[config.mk]
export PLATFORM = sky130hd
export DESIGN_NAME = jb_predict_unit
export DESIGN_NICKNAME = d
export VERILOG_FILES = /design/src/rtl/jb_pkg.sv /design/src/rtl/bht_table.sv /design/src/rtl/jb_predict_unit.sv
export SDC_FILE = /design/constraint.sdc
export NUM_CORES = 1
export LEC_CHECK = 0
export CAP_MARGIN = 20
export CORE_MARGIN = 4
export CORE_UTILIZATION = 48
export DETAILED_ROUTE_END_ITERATION = 6
export PLACE_DENSITY = 0.73
export SLEW_MARGIN = 10
export SYNTH_ARGS = -nofsm -noshare
export SYNTH_HDL_FRONTEND = slang
export SYNTH_SLANG_ARGS = --single-unit
[constraint.sdc]
create_clock -name clk -period 4.4 [get_ports clk]
set_input_delay 1.1 -clock clk [delete_from_list [all_inputs] [get_ports clk]]
set_output_delay 1.1 -clock clk [all_outputs]
set_load 0.005 [all_outputs]
[src/rtl/jb_pkg.sv]
// Shared definitions for the jump/branch predict unit: JumpBranch codes,
// Jump_sel encodings, FSM state type and BHT sizing helpers.
package jb_pkg;

   localparam logic [3:0] JB_NONE = 4'b0000;
   localparam logic [3:0] JB_J    = 4'b0001;
   localparam logic [3:0] JB_JR   = 4'b0010;
   localparam logic [3:0] JB_BEQ  = 4'b0011;
   localparam logic [3:0] JB_BNE  = 4'b0100;
   localparam logic [3:0] JB_BLEZ = 4'b0101;
   localparam logic [3:0] JB_BGTZ = 4'b0110;
   localparam logic [3:0] JB_BLTZ = 4'b0111;
   localparam logic [3:0] JB_BGEZ = 4'b1000;

   localparam logic [1:0] JSEL_PC4 = 2'b00;
   localparam logic [1:0] JSEL_BR  = 2'b01;
   localparam logic [1:0] JSEL_J   = 2'b10;
   localparam logic [1:0] JSEL_RS  = 2'b11;

   typedef enum logic {
      ST_INIT = 1'b0,
      ST_RUN  = 1'b1
   } jb_state_e;

   function automatic int bht_idx_width(input int depth);
      return $clog2(depth);
   endfunction

   function automatic logic jb_is_cond(input logic [3:0] code);
      return (code >= JB_BEQ) && (code <= JB_BGEZ);
   endfunction

endpackage

[src/rtl/bht_table.sv]
// Branch history table: array of saturating counters with a combinational
// read port and one synchronous write port (init fill or training update).
module bht_table
   import jb_pkg::*;
#(
   parameter int BHT_DEPTH = 64,
   parameter int CTR_WIDTH = 2,
   localparam int IDX_W = bht_idx_width(BHT_DEPTH)
) (
   input  logic                 clk,
   input  logic                 i_init_we,
   input  logic [IDX_W-1:0]     i_init_idx,
   input  logic                 i_train_we,
   input  logic [IDX_W-1:0]     i_train_idx,
   input  logic                 i_train_taken,
   input  logic [IDX_W-1:0]     i_rd_idx,
   output logic [CTR_WIDTH-1:0] o_rd_ctr
);

   localparam logic [CTR_WIDTH-1:0] CTR_MAX     = {CTR_WIDTH{1'b1}};
   localparam logic [CTR_WIDTH-1:0] CTR_WEAK_NT = CTR_WIDTH'((1 << (CTR_WIDTH - 1)) - 1);

   logic [CTR_WIDTH-1:0] r_ctr [BHT_DEPTH];
   logic [CTR_WIDTH-1:0] w_old;
   logic [CTR_WIDTH-1:0] w_next;

   assign w_old = r_ctr[i_train_idx];

   // NOTE: every signal assigned in always_comb gets a default first, so no path leaves it unassigned and no latch is inferred.
   always_comb begin
      w_next = w_old;
      if (i_train_taken) begin
         if (w_old != CTR_MAX) w_next = w_old + CTR_WIDTH'(1);
      end else begin
         if (w_old != '0) w_next = w_old - CTR_WIDTH'(1);
      end
   end

   // NOTE: the counter array has no reset term; the INIT sweep fills it, which keeps it mappable to plain RAM.
   always_ff @(posedge clk) begin
      if (i_init_we) begin
         r_ctr[i_init_idx] <= CTR_WEAK_NT;
      end else if (i_train_we) begin
         r_ctr[i_train_idx] <= w_next;
      end
   end

   // Read returns the pre-write value when the same entry is trained this cycle.
   assign o_rd_ctr = r_ctr[i_rd_idx];

endmodule

[src/rtl/jb_predict_unit.sv]
// Jump/branch resolution with a BHT predictor and misprediction flag.
// Optional JB_STATS_EN adds branch/mispredict event counters.
module jb_predict_unit
   import jb_pkg::*;
#(
   parameter int PC_WIDTH  = 32,
   parameter int BHT_DEPTH = 64,
   parameter int CTR_WIDTH = 2
) (
   input  logic                clk,
   input  logic                rst_n,
   output logic                ready,
   input  logic [PC_WIDTH-1:0] fetch_pc,
   output logic                pred_taken,
   input  logic                res_valid,
   input  logic [PC_WIDTH-1:0] res_pc,
   input  logic [3:0]          JumpBranch,
   input  logic [31:0]         ALU_out,
   input  logic                ALU_zero,
   input  logic                res_pred_taken,
   output logic [1:0]          Jump_sel,
   output logic                mispredict,
   output logic                jb_illegal
`ifdef JB_STATS_EN
   ,
   output logic [31:0]         stat_branches,
   output logic [31:0]         stat_mispredicts
`endif
);

   localparam int IDX_W = bht_idx_width(BHT_DEPTH);

   jb_state_e            r_state;
   jb_state_e            w_state_nxt;
   logic [IDX_W-1:0]     r_init_ptr;
   logic [IDX_W-1:0]     w_init_ptr_nxt;
   logic                 w_init_we;
   logic                 w_ready;
   logic                 w_is_cond;
   logic                 w_taken;
   logic [1:0]           w_jsel;
   logic                 w_active;
   logic                 w_train;
   logic                 w_mispredict;
   logic [CTR_WIDTH-1:0] w_rd_ctr;
   logic                 w_unused_bits;

   // NOTE: sequential state uses non-blocking (<=) so every register samples pre-edge values; combinational blocks use blocking (=).
   always_ff @(posedge clk) begin
      if (!rst_n) begin
         r_state    <= ST_INIT;
         r_init_ptr <= '0;
      end else begin
         r_state    <= w_state_nxt;
         r_init_ptr <= w_init_ptr_nxt;
      end
   end

   always_comb begin
      w_state_nxt    = r_state;
      w_init_ptr_nxt = r_init_ptr;
      w_init_we      = 1'b0;
      case (r_state)
         ST_INIT: begin
            w_init_we      = rst_n;
            w_init_ptr_nxt = r_init_ptr + IDX_W'(1);
            if (r_init_ptr == IDX_W'(BHT_DEPTH - 1)) w_state_nxt = ST_RUN;
         end
         ST_RUN:  w_state_nxt = ST_RUN;
         default: w_state_nxt = ST_INIT;
      endcase
   end

   // Reset low blanks everything immediately, not just from the next edge.
   assign w_ready  = rst_n && (r_state == ST_RUN);
   assign w_active = w_ready && res_valid;

   always_comb begin
      w_taken = 1'b0;
      w_jsel  = JSEL_PC4;
      case (JumpBranch)
         JB_J:    w_jsel  = JSEL_J;
         JB_JR:   w_jsel  = JSEL_RS;
         JB_BEQ:  w_taken = ALU_zero;
         JB_BNE:  w_taken = !ALU_zero;
         JB_BLEZ: w_taken = (ALU_out == 32'd1) || ALU_zero;
         JB_BGTZ: w_taken = (ALU_out != 32'd1) && !ALU_zero;
         JB_BLTZ: w_taken = (ALU_out == 32'd1);
         JB_BGEZ: w_taken = (ALU_out != 32'd1);
         default: w_jsel  = JSEL_PC4;
      endcase
      if (w_taken) w_jsel = JSEL_BR;
   end

   assign w_is_cond    = jb_is_cond(JumpBranch);
   assign w_train      = w_active && w_is_cond;
   assign w_mispredict = w_train && (w_taken != res_pred_taken);

   assign ready      = w_ready;
   assign Jump_sel   = w_active ? w_jsel : JSEL_PC4;
   assign mispredict = w_mispredict;
   assign jb_illegal = w_active && (JumpBranch > JB_BGEZ);
   assign pred_taken = w_ready && w_rd_ctr[CTR_WIDTH-1];

   bht_table #(
      .BHT_DEPTH (BHT_DEPTH),
      .CTR_WIDTH (CTR_WIDTH)
   ) u_bht (
      .clk           (clk),
      .i_init_we     (w_init_we),
      .i_init_idx    (r_init_ptr),
      .i_train_we    (w_train),
      .i_train_idx   (res_pc[IDX_W+1:2]),
      .i_train_taken (w_taken),
      .i_rd_idx      (fetch_pc[IDX_W+1:2]),
      .o_rd_ctr      (w_rd_ctr)
   );

   // Only the word-index bits of the PCs address the table.
   assign w_unused_bits = ^{fetch_pc[PC_WIDTH-1:IDX_W+2], fetch_pc[1:0],
                            res_pc[PC_WIDTH-1:IDX_W+2], res_pc[1:0]};

`ifdef JB_STATS_EN
   logic [31:0] r_stat_branches;
   logic [31:0] r_stat_mispredicts;

   always_ff @(posedge clk) begin
      if (!rst_n) begin
         r_stat_branches    <= '0;
         r_stat_mispredicts <= '0;
      end else if (w_train) begin
         r_stat_branches <= r_stat_branches + 32'd1;
         if (w_mispredict) r_stat_mispredicts <= r_stat_mispredicts + 32'd1;
      end
   end

   assign stat_branches    = r_stat_branches;
   assign stat_mispredicts = r_stat_mispredicts;
`endif

endmodule

==> results of run 1 <==
==> worst register-to-register path, delay by kind of cell, from the launching register on <==
kind	cells	cell delay, ns
buffers and inverters	1	0.25
AO/OA/AOI/OAI	2	0.45
adder cells (fa/ha/maj)	1	0.30
flip-flops	1	0.37
AND/OR/NAND/NOR	2	0.68
multiplexers	1	0.49
==> placed cells by master, fill, tap and decap left out, types with 2 or more instances in the layout <==
cell type                         count
sky130_fd_sc_hd__buf_16               2
sky130_fd_sc_hd__nand3_1              6
sky130_fd_sc_hd__xnor2_1              5
sky130_fd_sc_hd__xor2_1               2
sky130_fd_sc_hd__a22oi_1             16
sky130_fd_sc_hd__clkbuf_16           17
sky130_fd_sc_hd__edfxtp_1           128
sky130_fd_sc_hd__a211oi_1             2
sky130_fd_sc_hd__mux4_2              53
sky130_fd_sc_hd__nor2b_1              5
sky130_fd_sc_hd__clkinvlp_4           4
sky130_fd_sc_hd__nand2b_1            10
sky130_fd_sc_hd__clkinv_2             2
sky130_fd_sc_hd__o31ai_1              4
sky130_fd_sc_hd__and3_1               2
sky130_fd_sc_hd__buf_2                2
sky130_fd_sc_hd__buf_4               16
sky130_fd_sc_hd__inv_1                3
sky130_fd_sc_hd__and2_1               8
sky130_fd_sc_hd__nor2_1              71
sky130_fd_sc_hd__o21a_1               4
sky130_fd_sc_hd__nand2_1             22
sky130_fd_sc_hd__buf_12               9
sky130_fd_sc_hd__clkbuf_8             4
sky130_fd_sc_hd__o21ai_0              8
sky130_fd_sc_hd__nor4_2               5
sky130_fd_sc_hd__or3_1                5
sky130_fd_sc_hd__clkinv_4             3
sky130_fd_sc_hd__a21oi_1              6
sky130_fd_sc_hd__dlymetal6s2s_1       2
sky130_fd_sc_hd__clkdlybuf4s50_1     51
sky130_fd_sc_hd__nand4_1              2
sky130_fd_sc_hd__mux2i_1              4
sky130_fd_sc_hd__nor4_1               5
sky130_fd_sc_hd__dfxtp_1              7
==> cell usage after synthesis (2+ instances only) <==
library cell / n / area [um2]
sky130_fd_sc_hd__a211oi_1: 2 / 15.01
sky130_fd_sc_hd__o21a_1: 4 / 30.03
sky130_fd_sc_hd__a22oi_1: 16 / 120.1
sky130_fd_sc_hd__buf_2: 6 / 30.03
sky130_fd_sc_hd__and2_1: 8 / 50.05
sky130_fd_sc_hd__nand2_1: 22 / 82.58
sky130_fd_sc_hd__nor2b_1: 5 / 31.28
sky130_fd_sc_hd__edfxtp_1: 128 / 3844
sky130_fd_sc_hd__xnor2_1: 5 / 43.79
sky130_fd_sc_hd__and3_1: 2 / 12.51
sky130_fd_sc_hd__o21ai_0: 9 / 45.04
sky130_fd_sc_hd__or3_1: 5 / 31.28
sky130_fd_sc_hd__dfxtp_1: 7 / 140.1
sky130_fd_sc_hd__mux4_2: 53 / 1194
sky130_fd_sc_hd__o31ai_1: 4 / 30.03
sky130_fd_sc_hd__a21oi_1: 7 / 35.03
sky130_fd_sc_hd__nand2b_1: 10 / 62.56
sky130_fd_sc_hd__nor4_1: 10 / 62.56
sky130_fd_sc_hd__buf_6: 3 / 33.78
sky130_fd_sc_hd__nand4_1: 2 / 12.51
sky130_fd_sc_hd__clkbuf_1: 9 / 33.78
sky130_fd_sc_hd__inv_1: 3 / 11.26
sky130_fd_sc_hd__buf_1: 3 / 11.26
sky130_fd_sc_hd__nand3_1: 6 / 30.03
sky130_fd_sc_hd__nor2_1: 72 / 270.3
sky130_fd_sc_hd__xor2_1: 2 / 17.52
sky130_fd_sc_hd__mux2i_1: 4 / 40.04
==> sequential cells by signal, indices dropped and copies added, names as in the netlist <==
signal	count
u_bht.r_ctr	128
r_init_ptr	6
r_state	1
==> cell type report <==
class,count,area (um2),area share
Tap cell,176,220.2,0.02706
Clock buffer,22,484.2,0.05950
Inverter,3,11.26,0.001384
Sequential cell,135,3984,0.4895
Clock inverter,10,96.34,0.01184
Timing Repair Buffer,85,929.6,0.1142
Multi-Input combinational cell,264,2412,0.2964
==> kinds of logic after synthesis <==
logic type | count (synthesis) | share of synthesized area
AOI/OAI and AO/OA | 51 | 0.05416
xor gates and xnor gates | 7 | 0.009478
adders and majority gates | 3 | 0.005222
buffers and inverters | 25 | 0.01934
DFF | 135 | 0.6159
muxes | 58 | 0.1925
and+or+nand+nor | 145 | 0.1035
==> final timing paths <==
| kind | to | cells after the start | slack, ns | from |
|---|---|---|---|---|
| hold / removal | r_init_ptr[5]$_SDFFE_PN0N_ | 2 | 0.60 | r_init_ptr[5]$_SDFFE_PN0N_ |
| setup reg to reg | u_bht.r_ctr[8][0]$_DFFE_PP_ | 7 | 1.64 | u_bht.r_ctr[30][0]$_DFFE_PP_ |
| setup / recovery | pred_taken | 7 | 0.02 | fetch_pc[2] |
| hold reg to reg | r_init_ptr[5]$_SDFFE_PN0N_ | 2 | 0.60 | r_init_ptr[5]$_SDFFE_PN0N_ |
==> per-stage QoR <==
stage / power (mW) / setup TNS, ns / std cells
2_1_floorplan: 1.524 / 0 / 424
3_3_place_gp: 1.618 / -0.9658 / 656
3_5_place_dp: 1.622 / -1.104 / 656
4_1_cts: 2.982 / -0.06132 / 695
5_1_grt: 3.059 / -0.01017 / 695
6_report: 2.976 / 0 / 695
==> where the power goes <==
group	total [mW]	internal [mW]	switching, mW	leakage, nW
combinational	0.219	0.117	0.102	1.08
clock	1.36	0.836	0.526	0.274
sequential	1.40	1.39	0.00525	1.35
==> routing by layer <==
layer	wire, um	vias up	GRT usage	share of wire
li1	-	1863	-	-
met1	6026	2157	0.2719	0.38
met2	8058	174	0.3557	0.51
met3	1253	30	0.06494	0.079
met4	428	0	0.08487	0.027
met5	0	-	0	0
==> repair_timing <==
item / CTS / global route
cloned: 2 / 0
setup buffers: 5 / 0
pin swaps: 4 / 7
endpoints found under the setup margin: 3 / 3
endpoints found under the hold margin: 0 / 0
gates resized for setup: 23 / 7
==> results.yml, run 1 <==
outcome:
  status: "complete, no violations"
die:
  die_x_um: 124.1
  initial_utilization: 0.4885
  floorplan.rows: 42
  boundaryPins: 111
  die_area_um2: 15400
  core_um2: 13240
  height_of_the_die_um: 124.1
sta:
  final.setup.worst_slack_ns: 0.01864
  rsz_0062_raised_after_global_routing: "yes"
  worst_pin_slew_ns: 0.5126
  worst_clock_skew_ns: 0.008431
  fmax_mhz: 228.2
  setup_viol: 0
  final_min_period_over_clock_period: 0.9958
  final.min_clock_period_ns: 4.381
  slew_headroom: 0.6574
  hold-worst-slack_ns: 0.5964
  report.final.hold_viol_count: 0
  max_slew_violation_count: 0
synth:
  synth_seq_area_share: 0.6159
  synthCells: 424
  synth_ff_type: "sky130_fd_sc_hd__edfxtp_1"
  postSynth.asyncResetShare: 0
  netlist_area_um2: 6469
  syn-num-nets: 530
  synth_edf_count: 128
  number_of_synthesized_register_bits: 135
  yosys_warnings: 0
  synth_area_per_cell_um2: 15.26
  count_of_different_cell_masters_after_synthesis: 44
worst_setup_path:
  critical_path_arrival_ns: 3.28
  cpMaxStageDelayCell: "sky130_fd_sc_hd__mux4_2"
  worst-endpoint-required_ns: 3.30
  setup.worst_path.class: "input pin to output port"
  cp-start-kind: "input pin"
  cp_top_family: "multiplexers"
  worst_setup_path_end_kind: "output port"
  critPathBufInv: 3
  worstPathMaxFanout: 7
  critPathMaxStageDelay_ns: 0.56
  worstPathCellList: "buf_8 -> buf_12 -> mux4_2 -> mux4_2 -> mux4_2 -> and2_1 -> clkbuf_2"
  critical_path.most_common_cell: "sky130_fd_sc_hd__mux4_2"
placement:
  detailed_place_hpwl_um: 10200
  place.port_buffers: 58
  pre_cts_slack_ns: -0.8149
  placed_area_um2: 7408
  gp_routability_congestion: 0.8213
cts:
  tritoncts: "built"
  numCtsBuffers: 17
  htree_num_levels: 4
  worst_skew_pair.late_latency_ns: 0.42
  hold_buffers: 0
  clk_path_buf_depth: 2
  worst_setup_hold_path_clk_slew_ns: 0.06
  cts.sink_count: 135
  cts-root-buf: "sky130_fd_sc_hd__clkbuf_16"
detailed_routing:
  pre_antenna_drt_iters: 5
  wl_um: 15770
  detailedRoute.firstIterationViolations: 504
  post_drt_via_cell_ratio: 6.078
  drt.antenna.violating_nets: 0
  via_count: 4224
  remaining_drc_errors: 0
  detail_route.wl_per_cell_um: 22.68
global_routing:
  globalRouteOverflowTotal: 0
  first_pass_grt_wire_length_um: 23490
  grt_start_max_net_pins: 57
  antenna_found_initial: 0
  via_count_of_the_first_global_routing_pass: 4223
  groute.usage.overall: 0.2168
finish:
  drive_gt1_frac: 0.2447
  antenna_cells: 0
  final_area_um2: 8138
  finalNetCount: 612
  filler_cell_count: 978
  final_core_utilization: 0.6145
  area.growth.synth_to_final_pct: 25.80
pwr:
  leakage_nw: 2.702
  power-per-cell-area_nw_per_um2: 365.7
  vdd_ir_drop_max_uv: 412.3
flow_run:
  maxCapViolations: 0
worst_hold_path:
  timing.hold.worst.class: "flip-flop to flip-flop"
Power figures use the tool's default switching activity.
==> inputs of run 2 (changes only) <==
--- a/config.mk
+++ b/config.mk
@@ -5,11 +5,15 @@
 export SDC_FILE = /design/constraint.sdc
 export NUM_CORES = 1
 export LEC_CHECK = 0
+export ABC_CLOCK_PERIOD_IN_PS = 4400
 export CAP_MARGIN = 20
+export CELL_PAD_IN_SITES_DETAIL_PLACEMENT = 0
+export CELL_PAD_IN_SITES_GLOBAL_PLACEMENT = 1
 export CORE_MARGIN = 4
-export CORE_UTILIZATION = 48
+export CORE_UTILIZATION = 40
 export DETAILED_ROUTE_END_ITERATION = 6
-export PLACE_DENSITY = 0.73
+export PLACE_DENSITY = 0.74
+export SETUP_SLACK_MARGIN = 0.15
 export SLEW_MARGIN = 10
 export SYNTH_ARGS = -nofsm -noshare
 export SYNTH_HDL_FRONTEND = slang
==> run 2 against run 1 <==
Effect of this change:
- maximum frequency rose by 0.63%
- non-clock buffer count fell by 2
- clock-buffer cell count fell by 4
- via count fell by 2.0%
- die area rose by 19%
- core utilization fell by 10 points
- critical path depth did not move
- sequential power barely moved
- final cell count rose by 5.5%
==> results.yml, run 2 (synthesized netlist as in run 1, its figures left out) <==
outcome:
  status: "complete, no violations"
detailed_routing:
  wl_um: 15980
  post_drt_via_cell_ratio: 5.648
  detail_route.wl_per_cell_um: 21.80
  remaining_drc_errors: 0
  detailedRoute.firstIterationViolations: 367
  pre_antenna_drt_iters: 5
  via_count: 4140
  drt.antenna.violating_nets: 0
finish:
  largest_register_ff_count: 128
  area.growth.synth_to_final_pct: 25.57
  reg_top3: "u_bht.r_ctr x128, r_init_ptr x6, r_state x1"
  most_frequent_cells_in_the_layout: "sky130_fd_sc_hd__edfxtp_1, sky130_fd_sc_hd__nor2_1, sky130_fd_sc_hd__mux4_2"
  antenna_cells: 0
  filler_cell_count: 1382
  final_core_utilization: 0.5113
  drive_gt1_frac: 0.2495
  layoutNonFillerInstCount: 733
  register_name_with_the_most_flops: "u_bht.r_ctr"
  mostFrequentLayoutCell: "sky130_fd_sc_hd__edfxtp_1"
  finalNetCount: 610
sta:
  hold-worst-slack_ns: 0.5837
  max_slew_violation_count: 0
  worst_pin_slew_ns: 0.5272
  final_min_period_over_clock_period: 0.9895
  setup_viol: 0
  report.final.hold_viol_count: 0
  rsz_0062_raised_after_global_routing: "yes"
  worst_clock_skew_ns: 0.006733
  fmax_mhz: 229.7
  final.min_clock_period_ns: 4.354
  final.setup.tns_ns: 0
  slew_headroom: 0.6477
die:
  floorplan.rows: 46
  height_of_the_die_um: 135.2
  die_area_um2: 18270
  core_um2: 15890
  boundaryPins: 111
  initial_utilization: 0.4072
  die_x_um: 135.2
placement:
  place.port_buffers: 58
  dp_cells: 699
  gp_routability_congestion: 0.7741
  detailed_place_hpwl_um: 10400
worst_setup_path:
  setup.worst_path.class: "input pin to output port"
  worstPathCellList: "buf_12 -> buf_12 -> mux4_2 -> mux4_2 -> mux4_2 -> and2_4 -> buf_6"
  setup.reg_to_reg.worst_slack_ns: 1.72
  worst-endpoint-required_ns: 3.30
  cpMaxStageDelayCell: "sky130_fd_sc_hd__mux4_2"
  worst_setup_path_endpoint: "pred_taken"
  critPathMaxStageDelay_ns: 0.55
  launch_point_of_the_worst_path: "fetch_pc[2]"
  critical_path.most_common_cell: "sky130_fd_sc_hd__mux4_2"
  worst_setup_path_end_kind: "output port"
  worstReg2RegEnd: "u_bht.r_ctr[52][0]$_DFFE_PP_"
  critical_path.reg2reg.startpoint: "u_bht.r_ctr[28][0]$_DFFE_PP_"
  r2r.worst_path.cells: 7
  cp-start-kind: "input pin"
  critical_path_arrival_ns: 3.25
  worstPathMaxFanout: 8
global_routing:
  globalRouteOverflowTotal: 0
  grt_start_max_net_pins: 45
  via_count_of_the_first_global_routing_pass: 4271
  groute.usage.overall: 0.1848
  first_pass_grt_wire_length_um: 24580
  antenna_found_initial: 0
cts:
  worst_setup_hold_path_clk_slew_ns: 0.06
  clk_path_buf_depth: 2
  worst_skew_pair.late_latency_ns: 0.42
  numCtsBuffers: 17
  hold_buffers: 0
  htree_num_levels: 4
  tritoncts: "built"
  cts-root-buf: "sky130_fd_sc_hd__clkbuf_16"
  cts.sink_count: 135
worst_hold_path:
  timing.hold.worst.class: "flip-flop to flip-flop"
pwr:
  leakage_nw: 2.648
  power-per-cell-area_nw_per_um2: 357.8
  vdd_ir_drop_max_uv: 263.2
flow_run:
  maxCapViolations: 0
==> run 2: worst min path at each step <==
stage,cells past startpoint,end,slack [ns],start
after floorplan,2,r_init_ptr[5]$_SDFFE_PN0N_,0.50,r_init_ptr[5]$_SDFFE_PN0N_
after global placement,2,r_init_ptr[5]$_SDFFE_PN0N_,0.56,r_init_ptr[5]$_SDFFE_PN0N_
after detailed placement,2,r_init_ptr[5]$_SDFFE_PN0N_,0.58,r_init_ptr[5]$_SDFFE_PN0N_
after CTS,2,r_init_ptr[5]$_SDFFE_PN0N_,0.58,r_init_ptr[5]$_SDFFE_PN0N_
after global routing,2,r_init_ptr[5]$_SDFFE_PN0N_,0.63,r_init_ptr[5]$_SDFFE_PN0N_
final,2,r_init_ptr[5]$_SDFFE_PN0N_,0.58,r_init_ptr[5]$_SDFFE_PN0N_
==> run 2: area by class of cell <==
| cell class | count | area, um2 | area share |
|---|---|---|---|
| Sequential cell | 135 | 3984 | 0.4904 |
| Multi-Input combinational cell | 264 | 2431 | 0.2993 |
| Timing Repair Buffer | 83 | 885.9 | 0.1091 |
| Clock buffer | 18 | 429.2 | 0.05283 |
| Tap cell | 216 | 270.3 | 0.03327 |
| Clock inverter | 14 | 111.4 | 0.01371 |
| Inverter | 3 | 11.26 | 0.001386 |
==> run 2: metrics by stage <==
stage	power [mW]	instance area (um2)	setup WS, ns
final	2.907	8123	0.04603
after floorplan	1.524	6471	0.1883
after detailed placement	1.624	7456	-0.8173
after global routing	3.001	8123	0.01373
after CTS	2.918	8092	0.03546
after global placement	1.623	7456	-0.8276
==> run 2: worst max-delay path, delay by kind of cell <==
family	cells	cell delay [ns]
muxes	3	1.62
buffers and inverters	3	0.35
and+or+nand+nor	1	0.17
==> run 2: where the power goes <==
group / internal, mW / switching, mW
clock network: 0.767 / 0.527
logic: 0.116 / 0.101
registers: 1.39 / 0.00520
total: 2.27 / 0.633
==> run 2: layer usage <==
layer  vias to the layer above  routed length, um  GRT usage
li1                       1856                  -          -
met1                      2129               6648     0.2492
met2                       125               8053     0.2965
met3                        30                907    0.03826
met4                         0                372    0.07279
met5                         -                  0          0
==> run 2: what timing repair did <==
item,4_1_cts,5_1_grt
buffers inserted,0,0
gates cloned,2,0
pin swaps,5,5
endpoints found under the setup margin,3,3
gates resized for setup,28,11
==> inputs of run 3 (changes only) <==
--- a/config.mk
+++ b/config.mk
@@ -6,9 +6,9 @@
 export NUM_CORES = 1
 export LEC_CHECK = 0
 export ABC_CLOCK_PERIOD_IN_PS = 4400
-export CAP_MARGIN = 20
 export CELL_PAD_IN_SITES_DETAIL_PLACEMENT = 0
 export CELL_PAD_IN_SITES_GLOBAL_PLACEMENT = 1
+export CORE_ASPECT_RATIO = 1.2
 export CORE_MARGIN = 4
 export CORE_UTILIZATION = 40
 export DETAILED_ROUTE_END_ITERATION = 6
==> run 3 against run 2 <==
Effect of this change:
- first-iteration DRC count decreased by 11%
- total power about the same
- clock skew hardly changed
- via count grew 0.80%
- maximum frequency increased by 2.7%
- largest power group unchanged
- critical path type unchanged
- wire length up 3.5%
==> results.yml, run 3 (synthesized netlist as in run 1, its figures left out) <==
cts:
  cts.sink_count: 135
  cts-root-buf: "sky130_fd_sc_hd__clkbuf_16"
  tritoncts: "built"
  worst_setup_hold_path_clk_slew_ns: 0.05
  clk_path_buf_depth: 2
  worst_skew_pair.late_latency_ns: 0.42
  numCtsBuffers: 17
  htree_num_levels: 4
sta:
  hold-worst-slack_ns: 0.5826
  fmax_mhz: 235.8
  final.min_clock_period_ns: 4.240
  final.setup.worst_slack_ns: 0.1596
  final_min_period_over_clock_period: 0.9637
  slew_headroom: 0.6367
  worst_clock_skew_ns: 0.006973
  report.final.hold_viol_count: 0
  worst_pin_slew_ns: 0.5436
  rsz_0062_raised_after_global_routing: "yes"
  max_slew_violation_count: 0
  final.setup.tns_ns: 0
  setup_viol: 0
finish:
  reg_top3: "u_bht.r_ctr x128, r_init_ptr x6, r_state x1"
  area.growth.synth_to_final_pct: 26.34
  layoutNonFillerInstCount: 726
  antenna_cells: 0
  largest_register_ff_count: 128
  most_frequent_cells_in_the_layout: "sky130_fd_sc_hd__edfxtp_1, sky130_fd_sc_hd__nor2_1, sky130_fd_sc_hd__mux4_2"
  drive_gt1_frac: 0.2452
  register_name_with_the_most_flops: "u_bht.r_ctr"
  mostFrequentLayoutCell: "sky130_fd_sc_hd__edfxtp_1"
  finalNetCount: 612
  final_core_utilization: 0.5184
  final_area_um2: 8173
worst_setup_path:
  worst_setup_path_endpoint: "pred_taken"
  cp-start-kind: "input pin"
  r2r.worst_path.cells: 7
  worstReg2RegEnd: "u_bht.r_ctr[60][0]$_DFFE_PP_"
  worst-endpoint-required_ns: 3.30
  setup.worst_path.class: "input pin to output port"
  critical_path_arrival_ns: 3.14
  setup.reg_to_reg.worst_slack_ns: 1.73
  worst_setup_path_end_kind: "output port"
  critical_path.reg2reg.startpoint: "u_bht.r_ctr[30][0]$_DFFE_PP_"
  worstPathMaxFanout: 8
  launch_point_of_the_worst_path: "fetch_pc[2]"
die:
  die_area_um2: 18280
  floorplan.rows: 50
  die_x_um: 124.1
  boundaryPins: 111
  height_of_the_die_um: 147.3
  initial_utilization: 0.4103
  core_um2: 15770
placement:
  placed_area_um2: 7461
  detailed_place_hpwl_um: 10780
  gp_routability_congestion: 0.8154
  pre_cts_slack_ns: -0.6780
  place.port_buffers: 58
  dp_cells: 688
detailed_routing:
  drt.antenna.violating_nets: 0
  detailedRoute.firstIterationViolations: 326
  post_drt_via_cell_ratio: 5.748
  wl_um: 16550
  via_count: 4173
  detail_route.wl_per_cell_um: 22.79
  pre_antenna_drt_iters: 5
  remaining_drc_errors: 0
pwr:
  switching_power_mw: 0.6363
  intPower_mw: 2.273
  seqPwrFrac: 0.480
  power.switching_fraction: 0.2187
  power_after_layout_mw: 2.909
  leakage_nw: 2.803
  power.share.clock: 0.446
  combPwrFrac: 0.075
  power-per-cell-area_nw_per_um2: 356.0
  vdd_ir_drop_max_uv: 161.3
global_routing:
  global_route.usage.met1: 0.2400
  antenna_found_initial: 0
  global_route.usage.met2: 0.3082
  grt_start_max_net_pins: 37
  globalRouteMet3Util: 0.05468
  globalRouteOverflowTotal: 0
  via_count_of_the_first_global_routing_pass: 4383
  grt_busiest_layer: "met2"
  groute.usage.overall: 0.1874
  first_pass_grt_wire_length_um: 24720
flow_run:
  maxCapViolations: 0
worst_hold_path:
  timing.hold.worst.class: "flip-flop to flip-flop"
  min_delay_path_depth: 2
outcome:
  status: "complete, no violations"
## run 3: cell count changes in the layout (fill, tap and decap cells not counted), sizes merged
cell | before | now
buf | 28 | 31
clkinvlp | 4 | 3
inv | 3 | 4
clkbuf | 19 | 18
clkinv | 9 | 8
clkdlybuf4s50 | 52 | 28
clkdlybuf4s15 | 1 | 0
dlygate4sd2 | 0 | 13
dlymetal6s2s | 0 | 12
## run 3: layer usage
layer	wire length (um)	share of wire
met3	1313	0.079
met1	6683	0.40
met2	8209	0.50
met5	0	0
met4	341	0.021
## run 3: final cells by class
cell class,instances,area [um2]
fill,1290,7592
sequential,135,3984
multi-input combinational,264,2429
timing repair buffer,85,950.9
clock buffer,18,429.2
tap,208,260.3
clock inverter,13,108.9
inverter,3,11.26
## run 3: timing repair
action / CTS / global route
buffers inserted: 4 / 1
setup endpoints to repair: 3 / 3
pin swaps: 12 / 14
hold buffers: 0 / 0
gates cloned: 2 / 0
resized for setup: 44 / 18
## run 3: power groups by stage
stage / combinational, mW / clock, mW / sequential, mW
floorplan: 0.103 / 0 / 1.42
global placement: 0.202 / 0 / 1.42
detailed placement: 0.204 / 0 / 1.42
CTS: 0.217 / 1.31 / 1.40
global route: 0.231 / 1.37 / 1.40
finish: 0.217 / 1.30 / 1.40
## run 3: worst min-delay path by stage
stage	endpoint	startpoint	slack (ns)
2_1_floorplan	r_init_ptr[5]$_SDFFE_PN0N_	r_init_ptr[5]$_SDFFE_PN0N_	0.50
3_3_place_gp	r_init_ptr[5]$_SDFFE_PN0N_	r_init_ptr[5]$_SDFFE_PN0N_	0.55
3_5_place_dp	r_init_ptr[5]$_SDFFE_PN0N_	r_init_ptr[5]$_SDFFE_PN0N_	0.59
4_1_cts	r_init_ptr[5]$_SDFFE_PN0N_	r_init_ptr[5]$_SDFFE_PN0N_	0.58
5_1_grt	r_init_ptr[5]$_SDFFE_PN0N_	r_init_ptr[5]$_SDFFE_PN0N_	0.62
6_report	r_init_ptr[5]$_SDFFE_PN0N_	r_init_ptr[5]$_SDFFE_PN0N_	0.58
## run 3: worst max-delay path, cell delays in order
cell,delay (ns)
sky130_fd_sc_hd__buf_12,0.10
sky130_fd_sc_hd__buf_12,0.15
sky130_fd_sc_hd__mux4_2,0.54
sky130_fd_sc_hd__mux4_2,0.52
sky130_fd_sc_hd__mux4_2,0.47
sky130_fd_sc_hd__and2_4,0.15
sky130_fd_sc_hd__buf_6,0.10
